<file path="src/rtl/idi_sink_mc.sv">
// idi_sink_mc: multi-channel memory-side IDI endpoint.
//
// NUM_CH requesters share one word-addressed storage array through a
// round-robin arbiter. Each accepted access produces one registered response
// (single-entry slot, backpressured by rsp_ready) carrying read data or a write
// acknowledgement, plus an out-of-range flag. Saturating counters expose the
// number of successful writes, successful reads and errored accesses.
//
// Ports:
//   clk, rst       clock (rising edge), synchronous active-high reset
//   req_valid      per-channel request valid
//   req_ready      per-channel accept strobe (combinational, at most one bit)
//   req_is_write   per-channel 1 = write, 0 = read
//   req_addr       per-channel byte address, channel i at [i*ADDR_W +: ADDR_W]
//   req_wdata      per-channel write data, channel i at [i*DATA_W +: DATA_W]
//   rsp_valid      response valid
//   rsp_ready      response consumer ready
//   rsp_ch         channel the response belongs to
//   rsp_is_write   response is a write acknowledgement
//   rsp_rdata      read data (0 for writes and errors)
//   rsp_err        address out of range
//   wr_cnt         successful writes, saturating
//   rd_cnt         successful reads, saturating
//   err_cnt        errored accesses, saturating
module idi_sink_mc #(
    parameter int unsigned NUM_CH = 2,
    parameter int unsigned ADDR_W = 64,
    parameter int unsigned DATA_W = 32,
    parameter int unsigned DEPTH  = 16,
    parameter int unsigned CNT_W  = 16,
    localparam int unsigned CH_W  = (NUM_CH > 1) ? $clog2(NUM_CH) : 1
) (
    input  logic                     clk,
    input  logic                     rst,
    input  logic [NUM_CH-1:0]        req_valid,
    output logic [NUM_CH-1:0]        req_ready,
    input  logic [NUM_CH-1:0]        req_is_write,
    input  logic [NUM_CH*ADDR_W-1:0] req_addr,
    input  logic [NUM_CH*DATA_W-1:0] req_wdata,
    output logic                     rsp_valid,
    input  logic                     rsp_ready,
    output logic [CH_W-1:0]          rsp_ch,
    output logic                     rsp_is_write,
    output logic [DATA_W-1:0]        rsp_rdata,
    output logic                     rsp_err,
    output logic [CNT_W-1:0]         wr_cnt,
    output logic [CNT_W-1:0]         rd_cnt,
    output logic [CNT_W-1:0]         err_cnt
);

    localparam int unsigned OFF = $clog2(DATA_W / 8);
    localparam int unsigned IDX = $clog2(DEPTH);

    logic [DATA_W-1:0] mem [DEPTH];
    logic [CH_W-1:0]   ptr;

    logic              slot_free;
    logic              grant_found;
    logic              grant;
    logic [CH_W-1:0]   grant_ch;
    logic [ADDR_W-1:0] sel_addr;
    logic [ADDR_W-1:0] word_addr;
    logic [IDX-1:0]    idx;
    logic              addr_err;
    logic              sel_write;
    logic [DATA_W-1:0] sel_wdata;

    // (base + off) mod NUM_CH; off never exceeds NUM_CH so one subtraction suffices.
    function automatic logic [CH_W-1:0] rot(input logic [CH_W-1:0] base, input int unsigned off);
        int unsigned s;
        s = 32'(base) + off;
        if (s >= NUM_CH) s = s - NUM_CH;
        return CH_W'(s);
    endfunction

    assign slot_free = !rsp_valid || rsp_ready;

    // Round-robin scan starting at ptr.
    always_comb begin
        grant_found = 1'b0;
        grant_ch    = '0;
        for (int unsigned k = 0; k < NUM_CH; k++) begin
            if (!grant_found && req_valid[rot(ptr, k)]) begin
                grant_found = 1'b1;
                grant_ch    = rot(ptr, k);
            end
        end
    end

    assign grant = grant_found && slot_free && !rst;

    always_comb begin
        req_ready = '0;
        if (grant) req_ready[grant_ch] = 1'b1;
    end

    // Decode of the granted channel's request.
    assign sel_addr  = req_addr[32'(grant_ch) * ADDR_W +: ADDR_W];
    assign sel_wdata = req_wdata[32'(grant_ch) * DATA_W +: DATA_W];
    assign sel_write = req_is_write[grant_ch];
    assign word_addr = sel_addr >> OFF;
    assign idx       = word_addr[IDX-1:0];
    assign addr_err  = |(word_addr >> IDX);

    always_ff @(posedge clk) begin
        if (rst) begin
            ptr          <= '0;
            rsp_valid    <= 1'b0;
            rsp_ch       <= '0;
            rsp_is_write <= 1'b0;
            rsp_rdata    <= '0;
            rsp_err      <= 1'b0;
            wr_cnt       <= '0;
            rd_cnt       <= '0;
            err_cnt      <= '0;
            for (int unsigned i = 0; i < DEPTH; i++) mem[i] <= '0;
        end else if (grant) begin
            ptr          <= rot(grant_ch, 1);
            rsp_valid    <= 1'b1;
            rsp_ch       <= grant_ch;
            rsp_is_write <= sel_write;
            rsp_err      <= addr_err;
            rsp_rdata    <= '0;
            if (addr_err) begin
                if (err_cnt != {CNT_W{1'b1}}) err_cnt <= err_cnt + 1'b1;
            end else if (sel_write) begin
                mem[idx] <= sel_wdata;
                if (wr_cnt != {CNT_W{1'b1}}) wr_cnt <= wr_cnt + 1'b1;
            end else begin
                rsp_rdata <= mem[idx];
                if (rd_cnt != {CNT_W{1'b1}}) rd_cnt <= rd_cnt + 1'b1;
            end
        end else if (rsp_valid && rsp_ready) begin
            // Drain with nothing to replace it.
            rsp_valid <= 1'b0;
        end
    end

endmodule
</file>
<file path="config.mk">
export PLATFORM = sky130hd
export DESIGN_NAME = idi_sink_mc
export DESIGN_NICKNAME = d
export VERILOG_FILES = /design/src/rtl/idi_sink_mc.sv
export SDC_FILE = /design/constraint.sdc
export NUM_CORES = 1
export LEC_CHECK = 0
export BUFFER_PORTS_ARGS = -buffer_cell sky130_fd_sc_hd__buf_2
export CAP_MARGIN = 20
export CORE_UTILIZATION = 30
export CTS_BUF_LIST = sky130_fd_sc_hd__clkbuf_2 sky130_fd_sc_hd__clkbuf_4 sky130_fd_sc_hd__clkbuf_8
export DETAILED_ROUTE_END_ITERATION = 12
export GPL_TIMING_DRIVEN = 0
export SYNTH_ARGS = -nofsm -noshare
export SYNTH_HDL_FRONTEND = slang
export SYNTH_SLANG_ARGS = --single-unit
</file>
<file path="constraint.sdc">
create_clock -name clk -period 4.2 [get_ports clk]
set_input_delay 0.42 -clock clk [delete_from_list [all_inputs] [get_ports clk]]
set_output_delay 0.42 -clock clk [all_outputs]
set_load 0.02 [all_outputs]
</file>
* Yosys cells after proc, flatten, opt, wreduce, memory -nomap -nowiden *
Memory sizes are Yosys's and may differ from the RTL's.
Cells that the tools add are included.

storage, ports and cells
  RAM bits = 512
  word-level logic and storage cells = 77
  memories kept = 1
  output and inout port bits = 86
  bits of input ports = 199
  register bits after elaboration = 85

cells by class
  muxes and demuxes = 30
  bitwise operators = 2
  equal/unequal tests = 3
  reductions and logical operators = 15
  order comparisons = 7
  add/sub/neg operators = 8
  shifts and indexed selects = 2

memories
  memory  depth  width  read ports  clocked after Yosys merged registers in  wr ports  RTL line  source
  mem     16     32     1           0                                        16        54        logic [DATA_W-1:0] mem [DEPTH];

operators with widths
  cell                   number
  $shiftx 128x8->64      1
  $mux 32                3
  $shiftx 64x7->32       1
  $reduce_or 58->1       1
  $add 16x1->16 const B  3
  $ne 16x16->1 const B   3
  $reduce_or 32->1       1
  $mux 1                 24
  $reduce_and 4->1       2
  $lt 1x2->1 const B     3
  $logic_and 1x1->1      5
  $add 1x1->2 const B    2
  $ge 2x2->1 const B     2
  $mux 4                 1
  $logic_not 1->1        3
  $reduce_and 3->1       1
  $sub 1x1->1 const B    3
  $ge 1x2->1 const B     1
  $mux 2                 1
  $not 1->1              2
  $reduce_bool 2->1      1
  $demux 1 s1            1
  $ge 1x1->1 const B     1
  $logic_or 1x1->1       1

* Longest topological paths before layout *
  depth after elaboration = 17
  depth in mapped cells = 10
  mapped depth without buffers = 7

* Worst setup path after synthesis *
Ideal clock, no wire load.

  path kind = input-to-reg
  start = in req_addr[117]
  end = mem mem[13][0] (enable)
  buffers on the path = 3
  setup slack = 0.717 ns
  arrival = 3.093 ns
  setup time = 0.389 ns
  data required time = 3.811 ns
  stages on the path = 8
  cell sequence = or4_1 -> nor4_4 -> o22ai_1 -> buf_2 -> or4_1 -> buf_2 -> buf_6 -> nand2_1

RTL lines
  what                RTL line  source
  start: declaration  38        input logic [NUM_CH*ADDR_W-1:0] req_addr,
  end: declaration    54

==> summary.md <==
| Metric | Value |
|---|---|
| Post-synth top cells | 660 x nor2_1, 512 x edfxtp_1, 328 x nand2_1, 265 x clkbuf_1, 256 x nand2b_1 |
| Buffers added on ports | 278 |
| Clock Power Share | 39.4% |
| Setup Skew | 0.04655 ns |
| Post-synth EDFFs | 512 |
| Syn avg cell area | 9.583 um^2 |
| Critical path class | register to register |
| Pleak | 13.00 nW |
| Die area | 104400 um^2 |
| Largest net degree at the start of global routing | 28 |
| Cell taking the most area after synthesis | edfxtp_1 |
| Vias in the first global route | 27550 |
| All-layer global routing usage | 26.00% |
| Number of clock sinks | 597 |
| Grt ovf | 0 |
| Status | completed |
| DRT antenna net count | 0 |
| Drt initial violations | 4490 |
| Vias | 29690 |
| Max Slew Vio Count | 0 |
| Most frequent cell after synthesis | nor2_1 |
| Initial DRT Pass Iterations | 6 |
| Post-route setup TNS | 0 ns |
| Top cells by area, synth | edfxtp_1 50%, nor2_1 8.0%, dfxtp_1 5.5% |
| Die W | 323.1 um |
| Yosys warning total | 0 |
| Reg clk slew, reported paths | 0.07 ns |
| Register area share after synthesis | 55.22% |
| Synth Register Bits | 597 |
| Post-synth top area share | 49.72% |
| Core Region | 102000 um^2 |
| Die height | 323.1 um |
| Crit path launch type | register |
| Power Density | 394.7 nW/um^2 |
| Pre-CTS WS | -1.020 ns |
| WL per Instance | 27.32 um |
| Area Overhead vs Synth | 19.56% |
| Async SR Flop Fraction | 0% |
| Final core utilization | 36.23% |
| Antenna violations before repair | 6 |
| Worst-Skew Late Latency | 0.77 ns |
| FP Rows | 117 |
| # setup viols final | 0 |
| CTS tree | done |
| Normalized max-slew margin | 14.88% |
| Synth cell types | 54 |
| Multi-input logic area | 12560 um^2 |
| HP Class | input port to register |
| Peak fanout along the critical path | 22 |
| TritonCTS Buffers | 102 |
| Post-Syn Area | 30920 um^2 |
| Sw Ratio | 29.36% |
| Final Net Count | 3851 |
| Sequential Power Share | 46.5% |
| Final Routed Wirelength | 139600 um |
| Register-to-register setup slack | 0.01 ns |
| Fin crit share | 99.74% |
| DR DRC count | 0 |
| Fillers | 10280 |
| Cell count after synthesis | 3227 |
| Top Ports | 285 |
| Final Hold Vio Count | 0 |
| Final weighted congestion in routability-driven placement | 1.063 |
| Worst-Margin Slew | 1.277 ns |
| Unrepaired setup endpoints after global routing | false |
| Final HPWL DP | 97060 um |
| Logic pwr share | 14.1% |
| Net count after synthesis | 3429 |
| Crit path capture type | register |
| Clock period minus worst slack | 4.189 ns |
| Starting Density | 30.31% |
| Root Driver | clkbuf_8 |
| Worst setup margin | 0.01080 ns |
| Number of max-cap violations | 0 |
| H-tree depth | 3 |
| Share of layout cells above drive strength 1 | 15.44% |
| Peak supply drop | 0.2232 mV |
| Critical Path RT | 4.62 ns |
| Reg area | 17080 um^2 |
| Crit path DAT | 4.61 ns |
| Clock tree buffer depth | 3 |
| Max Freq | 238.7 MHz |
| First-pass GRT wire length | 195200 um |
| Sw Pwr | 4.285 mW |
| Int Power | 10.31 mW |
| Ys flop type | edfxtp_1 |
| Hold-fix buffers, CTS | 0 |
| Vias per inst | 5.812 |
==> critical path, cell delays in order (launching register included) <==
cell	delay, ns
dfxtp_1	0.35
nand2b_1	0.17
nand2_2	0.42
nor4_4	0.59
o22ai_1	0.22
buf_2	0.23
or3_1	0.37
clkbuf_1	0.31
clkbuf_1	0.50
nand2_4	0.41
buf_12	0.27
==> flip-flops by register name, indices dropped and copies added, names as in the netlist, 16 cells and up <==
name	cells
mem	512
rsp_rdata	32
err_cnt	16
rd_cnt	16
wr_cnt	16
==> cell families after synthesis <==
group	Yosys count	synth area share, %
AOI/OAI and AO/OA	652	14.68
adders and majority gates	3	0.1214
buffers and inverters	330	4.544
DFF	597	55.22
muxes	42	1.384
and+or+nand+nor	1603	24.05
==> cells in the final DEF (no fill, tap or decap), types with 17 or more instances in the layout <==
cell and n:
nand4_1 54, nor2_1 660, buf_2 297, nand2_1 311, mux2i_1 35, nand3_1 166, clkbuf_8 116, buf_1 17
a32oi_1 125, clkbuf_4 34, a211oi_1 131, clkbuf_1 260, o31ai_1 22, nand2b_1 256, dfxtp_1 85, clkinv_1 22
nor4_1 33, o21ai_0 168, or3_1 18, a21oi_1 35, edfxtp_1 512, or4_1 27, buf_6 20, a22oi_1 130
==> power groups by stage <==
stage | Clock [mW] | Sequential [mW] | Combinational (mW)
detailed placement | 0 | 6.90 | 1.93
finish | 5.75 | 6.78 | 2.06
global placement | 0 | 6.91 | 1.86
floorplan | 0 | 6.88 | 0.998
global route | 5.98 | 6.81 | 2.11
CTS | 5.74 | 6.78 | 1.94
==> layout make-up <==
| cell class | instances | share of cell area, % |
|---|---|---|
| sequential | 597 | 46.19 |
| multi-input combinational | 2300 | 33.97 |
| timing repair buffer | 318 | 5.459 |
| clock buffer | 149 | 4.988 |
| tap | 1368 | 4.630 |
| buffer | 320 | 3.716 |
| clock inverter | 42 | 0.9104 |
| inverter | 10 | 0.1015 |
| antenna | 5 | 0.03384 |
==> per-layer routing <==
metal / global-route usage, % / up-vias / part of all wire [%]
met2: 39.08 / 2198 / 43
li1: - / 12600 / -
met1: 32.22 / 14390 / 37
met3: 8.421 / 505 / 13
met5: 0 / - / 0.018
met4: 16.17 / 4 / 6.7
==> per-stage QoR <==
step                      instance area, um^2  hold WS (ns)  total power, mW  cells
after CTS                               36780        0.1270            14.46   5090
after floorplan                         30920        0.4921            7.877   3227
after global routing                    36970       0.09975            14.89   5108
after global placement                  34030        0.4327            8.771   4873
after detailed placement                34560        0.4404            8.837   4897
final                                   36970       0.05519            14.59   5109
==> final timing paths <==
check / from / end / cells after the start
worst max-delay path: ptr$_SDFFE_PP0P_ / mem[12][27]$_SDFFCE_PN0P_ / 10
worst min-delay path: req_wdata[35] / mem[0][3]$_SDFFCE_PN0P_ / 3
worst max register to register: ptr$_SDFFE_PP0P_ / mem[12][27]$_SDFFCE_PN0P_ / 10
worst min register to register: rsp_rdata[29]$_SDFFE_PP0P_ / rsp_rdata[29]$_SDFFE_PP0P_ / 2
==> what timing repair did <==
item                       in CTS  in global routing
hold endpoints to repair        0                  0
setup endpoints to repair     528                192
pin swaps                       1                  3
gates resized for setup         7                 15
buffers inserted                2                  5
No activity file was read; power rests on OpenSTA's default activity.
